[config.mk]
export PLATFORM = sky130hd
export DESIGN_NAME = order_encoder
export DESIGN_NICKNAME = d
export VERILOG_FILES = /design/src/rtl/order_pkg.sv /design/src/rtl/order_encoder.sv
export SDC_FILE = /design/constraint.sdc
export NUM_CORES = 1
export LEC_CHECK = 0
export CORE_MARGIN = 3
export CORE_UTILIZATION = 50
export CTS_CLUSTER_DIAMETER = 50
export DETAILED_ROUTE_END_ITERATION = 6
export PLACE_DENSITY_LB_ADDON = 0.1
export SLEW_MARGIN = 20
export SYNTH_ARGS = -nofsm -noshare
export SYNTH_HDL_FRONTEND = slang
export SYNTH_SLANG_ARGS = --single-unit
export TNS_END_PERCENT = 5
[constraint.sdc]
create_clock -name clk -period 2.65 [get_ports clk]
set_clock_uncertainty 0.2 [all_clocks]
set_input_delay 0.53 -clock clk [delete_from_list [all_inputs] [get_ports clk]]
set_output_delay 0.53 -clock clk [all_outputs]
set_load 0.03 [all_outputs]
[src/rtl/order_pkg.sv]
// Shared frame definitions for the order encoder / order sorter pair.
package order_pkg;

    // Default header bytes identifying the frame type.
    localparam logic [7:0] DEF_HDR_WRITE = 8'h57;
    localparam logic [7:0] DEF_HDR_READ  = 8'h52;

    // Width of the length field; always carried as two bytes on the wire.
    localparam int unsigned DEF_LEN_W = 16;

    // Byte offsets of each field within a frame.
    localparam int unsigned OFS_HDR    = 0;
    localparam int unsigned OFS_ADDR   = 1;
    localparam int unsigned OFS_LEN_HI = 2;
    localparam int unsigned OFS_LEN_LO = 3;
    localparam int unsigned OFS_DATA   = 4;

    typedef enum logic [2:0] {
        IDLE,
        HDR,
        ADDR,
        LEN_HI,
        LEN_LO,
        DATA
    } order_state_e;

endpackage

[src/rtl/order_encoder.sv]
// Byte-serial command frame transmitter feeding an FTDI-style write FIFO.
module order_encoder
    import order_pkg::*;
#(
    parameter logic [7:0]  HDR_WRITE = DEF_HDR_WRITE,
    parameter logic [7:0]  HDR_READ  = DEF_HDR_READ,
    parameter int unsigned LEN_W     = DEF_LEN_W
) (
    input  logic             clk,
    input  logic             rst,
    input  logic             cmd_valid,
    output logic             cmd_ready,
    input  logic             cmd_is_read,
    input  logic [7:0]       cmd_address,
    input  logic [LEN_W-1:0] cmd_length,
    input  logic [7:0]       wdata,
    input  logic             wdata_valid,
    output logic             wdata_ready,
    output logic [7:0]       out_data,
    output logic             out_wr,
    input  logic             out_full,
    output logic             busy,
    output logic [15:0]      frame_count
);

    order_state_e     state_q, state_d;
    logic             is_read_q, is_read_d;
    logic [7:0]       address_q, address_d;
    logic [LEN_W-1:0] remaining_q, remaining_d;
    logic [7:0]       out_data_q, out_data_d;
    logic             out_wr_q, out_wr_d;
    logic [15:0]      frame_count_q, frame_count_d;

    // State and datapath registers; reset truncates any frame in flight.
    always_ff @(posedge clk or posedge rst) begin
        if (rst) begin
            state_q       <= IDLE;
            is_read_q     <= 1'b0;
            address_q     <= '0;
            remaining_q   <= '0;
            out_data_q    <= '0;
            out_wr_q      <= 1'b0;
            frame_count_q <= '0;
        end else begin
            state_q       <= state_d;
            is_read_q     <= is_read_d;
            address_q     <= address_d;
            remaining_q   <= remaining_d;
            out_data_q    <= out_data_d;
            out_wr_q      <= out_wr_d;
            frame_count_q <= frame_count_d;
        end
    end

    // Next-state, byte selection and handshakes.
    // The length is emitted from the remaining counter before DATA starts
    // decrementing it, so no separate copy of the length is kept.
    always_comb begin
        state_d       = state_q;
        is_read_d     = is_read_q;
        address_d     = address_q;
        remaining_d   = remaining_q;
        out_data_d    = out_data_q;
        out_wr_d      = 1'b0;
        frame_count_d = frame_count_q;
        cmd_ready     = 1'b0;
        wdata_ready   = 1'b0;

        unique case (state_q)
            IDLE: begin
                cmd_ready = 1'b1;
                if (cmd_valid) begin
                    is_read_d   = cmd_is_read;
                    address_d   = cmd_address;
                    remaining_d = cmd_length;
                    state_d     = HDR;
                end
            end
            HDR: begin
                if (!out_full) begin
                    out_data_d = is_read_q ? HDR_READ : HDR_WRITE;
                    out_wr_d   = 1'b1;
                    state_d    = ADDR;
                end
            end
            ADDR: begin
                if (!out_full) begin
                    out_data_d = address_q;
                    out_wr_d   = 1'b1;
                    state_d    = LEN_HI;
                end
            end
            LEN_HI: begin
                if (!out_full) begin
                    out_data_d = remaining_q[15:8];
                    out_wr_d   = 1'b1;
                    state_d    = LEN_LO;
                end
            end
            LEN_LO: begin
                if (!out_full) begin
                    out_data_d = remaining_q[7:0];
                    out_wr_d   = 1'b1;
                    if (!is_read_q && (remaining_q != '0)) begin
                        state_d = DATA;
                    end else begin
                        state_d       = IDLE;
                        frame_count_d = frame_count_q + 16'd1;
                    end
                end
            end
            DATA: begin
                wdata_ready = !out_full;
                if (wdata_valid && !out_full) begin
                    out_data_d  = wdata;
                    out_wr_d    = 1'b1;
                    remaining_d = remaining_q - 1'b1;
                    if (remaining_q == LEN_W'(1)) begin
                        state_d       = IDLE;
                        frame_count_d = frame_count_q + 16'd1;
                    end
                end
            end
            default: state_d = IDLE;
        endcase
    end

    assign out_data    = out_data_q;
    assign out_wr      = out_wr_q;
    assign busy        = (state_q != IDLE);
    assign frame_count = frame_count_q;

endmodule

* Yosys cells after proc, flatten, opt, wreduce, memory -nomap -nowiden
Cells that the tools add are included.
** Storage, ports and cells
- ROM bits :: 0
- Latch bits :: 0
- Memories kept :: 0
- Logic and storage cells :: 68
- Flip-flop bits (word level) :: 53
- Input port bits :: 38
- Output and inout bits :: 28
- Memory bits (writable) :: 0
** Operators by class
- Mux-type cells :: 29
- Reductions and logical operators :: 16
- Order comparisons :: 0
- Bitwise operators :: 0
- $add $sub $neg :: 2
- Div/mod/pow operators :: 0
- Shifts and indexed selects :: 0
- Equal/unequal tests :: 14
- $mul :: 0
** Operators by type and width (count)
- $mux 16 :: 6
- $pmux 16 s2 :: 2
- $mux 8 :: 5
- $pmux 8 s5 :: 1
- $mux 3 :: 9
- $pmux 3 s6 :: 1
- $add 16x1->16 const B :: 1
- $eq 16x1->1 const B :: 1
- $ne 2x2->1 const B :: 8
- $reduce_bool 16->1 :: 1
- $sub 16x1->16 const B :: 1
- $reduce_and 7->1 :: 1
- $eq 3x2->1 const B :: 2
- $eq 3x3->1 const B :: 2
- $reduce_and 6->1 :: 1
- $reduce_and 5->1 :: 1
- $reduce_bool 5->1 :: 1
- $mux 1 :: 4
- $reduce_bool 2->1 :: 2
- $reduce_or 4->1 :: 1
- $eq 3x1->1 const B :: 1
- $logic_not 3->1 :: 1
- $reduce_and 3->1 :: 1
- $reduce_bool 3->1 :: 1
- 4 further kinds :: 6

* Depth between registers and ports, before layout
Gate-level depths: netlist of the first run.
- Word-level depth :: 5
- Gate-level depth with buffers :: 8

* Worst setup path after synthesis of the first run
OpenSTA, ideal clock, no wires.
- Kind :: register to register
- From :: register state_q[0]
- To :: register address_q[0]
- Buffers on the path :: 2
- Arrival :: 2.186 ns
- Setup slack :: 0.139 ns
- Cell stages (with the launch flop) :: 6
- Cells stage by stage :: dfrtp_1 clkbuf_8 nor3_1 and2_1 clkbuf_1 mux2_2
** Between the ends
- Cells in the longest elaborated chain, start to end :: 2
** RTL lines
- start, declared :: RTL line order_encoder.sv:26 : order_state_e state_q, state_d;
- start signal, assigned :: RTL line order_encoder.sv:45 : state_q <= state_d;
- $logic_not 3->1 :: RTL line order_encoder.sv:69 : unique case (state_q)
- $reduce_and 2->1 (no source line)
- end signal, assigned :: RTL line order_encoder.sv:47 : address_q <= address_d;
- end, declared :: RTL line order_encoder.sv:28 : logic [7:0] address_q, address_d;
Every way passes these cells.
A chain may end at the register's enable or synchronous reset.

* Worst setup path after layout of the first run
- From :: register state_q[2]
- To :: output cmd_ready
** Between the ends
- Cells in the longest elaborated chain, start to end :: 2
** RTL lines
- $logic_not 3->1 :: RTL line order_encoder.sv:69
- $mux 1 :: RTL line order_encoder.sv:69
- end, declared :: RTL line order_encoder.sv:12 : output logic cmd_ready,
Every way passes these cells.

==> results.sh, run 1 <==
export IMPL_status="completed"
export IMPL_powerDensity_nw_per_um2=987
export IMPL_die_area_sq_um=7000
export IMPL_routed_wl_um=7250
export IMPL_clock_sinks=53
export IMPL_placed_cell_area_sq_um=3810
export IMPL_grt_pass1_wl_um=12200
export IMPL_cap_viol_max_count=0
export IMPL_p_switching_uw=1630
export IMPL_antenna_cells=0
export IMPL_vdd_drop_max_mv=0.669
export IMPL_antenna_found_initial=0
export IMPL_setup_violations=0
export IMPL_synthArstFlopShare_pct=100
export IMPL_met2_usage_pct=31.4
export IMPL_met3_usage_pct=4.54
export IMPL_drt_iter0_markers=220
export IMPL_design_area_sq_um=3890
export IMPL_crit_family="buffers and inverters"
export IMPL_fp_dieW_um=83.7
export IMPL_ys_seq_area_share_pct=44.0
export IMPL_swShare_pct=42.5
export IMPL_clk_latency_ns=0.31
export IMPL_grt_total_usage_pct=21.1
export IMPL_ys_ff_latch=53
export IMPL_cp_start_kind="flop"
export IMPL_vias=2694
export IMPL_synthDistinctLibCells=53
export IMPL_ys_warnings_count=0
export IMPL_busiest_layer="met1"
export IMPL_crit_type="flop to output pin"
export IMPL_postCtsResizedCells=0
export IMPL_hold_viol_final=0
export IMPL_slowest_delay_ns=0.75
export IMPL_dr_pass1_iters=5
export IMPL_pwr_share_comb_pct=52.0
export IMPL_synth_edf_count=0
export IMPL_finalPower_uw=3840
export IMPL_maxSlewViolCount=0
export IMPL_seqPwrFrac_pct=36.6
export IMPL_worst_pin_slew_ns=0.527
export IMPL_postCtsHoldBufs=0
export IMPL_cts_buffers=5
export IMPL_hold_class="input pin to async pin"
export IMPL_pwr_share_clk_pct=11.4
export IMPL_fmax_mhz=396
export IMPL_dp_hpwl_um=5380
export IMPL_layout_min_cycle_time_ns=2.53
export IMPL_area_growth_pct=29.0
export IMPL_cts_root_buf="clkbuf_8"
export IMPL_grt_ovfl_total=0
export IMPL_clockBufferDepth=2
export IMPL_cts_tree="yes"
export IMPL_finalSetupTns_ns=0
export IMPL_die_y_um=83.7
export IMPL_start_util_pct=53.1
export IMPL_cp_max_fo=4
export IMPL_post_route_cells_drive_above_1_share_pct=13.3
export IMPL_h_tree_depth=2
export IMPL_syn_cell_area_sq_um=3020
export IMPL_design_core_area_sq_um=5680
export IMPL_critPathCaptureType="output pin"
export IMPL_grt_start_max_net_pins=48
export IMPL_synth_cells=313
export IMPL_nets=424
export IMPL_remaining_drc_errors=0
export IMPL_internal_power_uw=2210
export IMPL_worstPathRequired_ns=1.92
export IMPL_maxSlewHeadroom_pct=64.9
export IMPL_wl_per_cell_um=15.9
export IMPL_post_drt_via_cell_ratio=5.92
export IMPL_row_count=27
export IMPL_cp_cell_sequence="nor3_1 -> clkdlybuf4s50_1"
export IMPL_syn_avg_cell_area_sq_um=9.63
export IMPL_cp_slowest_cell="clkdlybuf4s50_1"
export IMPL_grt_pass1_vias=2468
export IMPL_arrival_ns=1.80
export IMPL_critical_path_buf_inv_count=1
export IMPL_synth_top_flop_cell="dfrtp_1"
export IMPL_rsz0062_at_grt="no"
export IMPL_io_buffers=65
export IMPL_gr_usage_met1_pct=31.8
export IMPL_place_gp_congestion=0.852
export IMPL_syn_nets=355
export IMPL_fin_crit_sh_pct=95.4
export IMPL_ant_nets=0
export IMPL_io_pins=66
export IMPL_leakagePower_uw=0.00155
export IMPL_path_clk_slew_ns=0.09
export IMPL_postCtsSetupBuffers=0
[flip-flops by register name, indices dropped and copies added (netlist names)]
name,flops
remaining_q,16
out_wr,1
state_q,3
is_read_q,1
frame_count,16
address_q,8
out_data,8
[area by class of cell]
class	instances	area (sq um)
clock buffer	8	80.1
fill	472	1790
inverter	10	37.5
multi-input combinational	230	1550
sequential	53	1330
tap	72	90.1
timing repair buffer	82	801
[per-layer routing]
metal | wire (um) | share of wire, %
met3 | 551 | 7.6
met4 | 57 | 0.79
met5 | 0 | 0
met2 | 3180 | 44
met1 | 3460 | 48
[worst paths after layout]
path	from	to	slack, ns	depth (start not counted)
max in group asynchronous	rst	state_q[2]$_DFFE_PP0P_	1.53	3
worst max-delay path	state_q[2]$_DFFE_PP0P_	cmd_ready	0.12	2
worst min register to register	frame_count[15]$_DFFE_PP0P_	frame_count[15]$_DFFE_PP0P_	0.27	1
worst max register to register	remaining_q[0]$_DFFE_PP0P_	frame_count[1]$_DFFE_PP0P_	0.27	8
min in group clk	frame_count[15]$_DFFE_PP0P_	frame_count[15]$_DFFE_PP0P_	0.27	1
worst min-delay path	rst	frame_count[3]$_DFFE_PP0P_	0.23	2
[power by group through the flow]
stage / sequential (uW) / clock, uW / combinational, uW
after CTS: 1400 / 450 / 2000
after detailed placement: 1410 / 0 / 1990
after global placement: 1400 / 0 / 1950
after floorplan: 1490 / 0 / 1230
final: 1400 / 439 / 2000
after global routing: 1440 / 486 / 2170
[cell usage after synthesis, drive strengths merged, types with 3 or more instances]
library cell / number / area share [%]
mux2i: 6 / 2.0
o32ai: 3 / 0.87
nor2: 22 / 2.7
ha: 4 / 1.7
nand2: 19 / 2.4
buf: 3 / 0.79
a21oi: 22 / 3.7
o22ai: 4 / 0.83
xnor2: 16 / 4.6
a22oi: 8 / 2.0
clkbuf: 17 / 2.4
a221oi: 6 / 1.7
and3: 7 / 1.6
nor2b: 3 / 0.62
nor3: 17 / 2.8
nand4: 8 / 1.7
and2: 4 / 0.83
dfrtp: 53 / 44
inv: 10 / 1.2
nand3: 10 / 1.7
mux2: 16 / 6.0
o22a: 4 / 1.2
o21ai: 19 / 3.2
[kinds of logic after synthesis]
group | synth area share (%)
muxes | 7.97
DFF | 44.0
AOI/OAI and AO/OA | 18.5
adders and majority gates | 1.66
buffers and inverters | 4.48
xor gates and xnor gates | 4.65
and+or+nand+nor | 18.7
[through the flow]
step / util [%] / hold WS (ns) / setup slack (ns) / std cells
after detailed placement: 67.1 / 0.267 / 0.0819 / 447
after CTS: 68.5 / 0.226 / 0.0838 / 455
final: 68.5 / 0.228 / 0.123 / 455
after global placement: 67.1 / 0.259 / 0.141 / 447
after global routing: 68.5 / 0.243 / 0.0188 / 455
after floorplan: - / 0.277 / 0.139 / 313
[placed cells by master (no fill, tap or decap), types with 2 or more instances in the layout]
master / netlist / routed
o2bb2ai_1: 2 / 2
o21ai_0: 19 / 19
a21oi_1: 22 / 22
clkbuf_1: 16 / 3
o22ai_1: 4 / 4
or2_2: 2 / 2
nor4b_1: 2 / 2
mux2i_1: 6 / 6
buf_12: 0 / 2
nor2b_1: 3 / 3
nand3_1: 10 / 10
ha_1: 4 / 4
a22oi_1: 8 / 8
o21bai_1: 2 / 2
clkbuf_8: 1 / 5
nand2_1: 18 / 18
dfrtp_1: 53 / 53
a221oi_1: 6 / 6
and2_1: 4 / 4
o32ai_1: 3 / 3
buf_4: 1 / 16
nor3_1: 17 / 17
inv_1: 10 / 9
mux2_2: 15 / 15
a211oi_1: 2 / 2
and3_2: 4 / 4
and3_1: 3 / 3
xnor2_1: 16 / 16
o22a_1: 4 / 4
nor2_1: 22 / 22
a31oi_1: 2 / 2
and4_1: 2 / 2
nand4_1: 8 / 8
o21a_1: 2 / 2
clkdlybuf4s50_1: 0 / 64
Note: power is estimated with default switching activity, not from simulation.
==> inputs of run 2 (changes only) <==
--- a/config.mk
+++ b/config.mk
@@ -8,6 +8,7 @@
 export CORE_MARGIN = 3
 export CORE_UTILIZATION = 50
 export CTS_CLUSTER_DIAMETER = 50
+export CTS_CLUSTER_SIZE = 40
 export DETAILED_ROUTE_END_ITERATION = 6
 export PLACE_DENSITY_LB_ADDON = 0.1
 export SLEW_MARGIN = 20
==> results of run 2 <==
Final layout, timing and power as in run 1 (identical DEF).
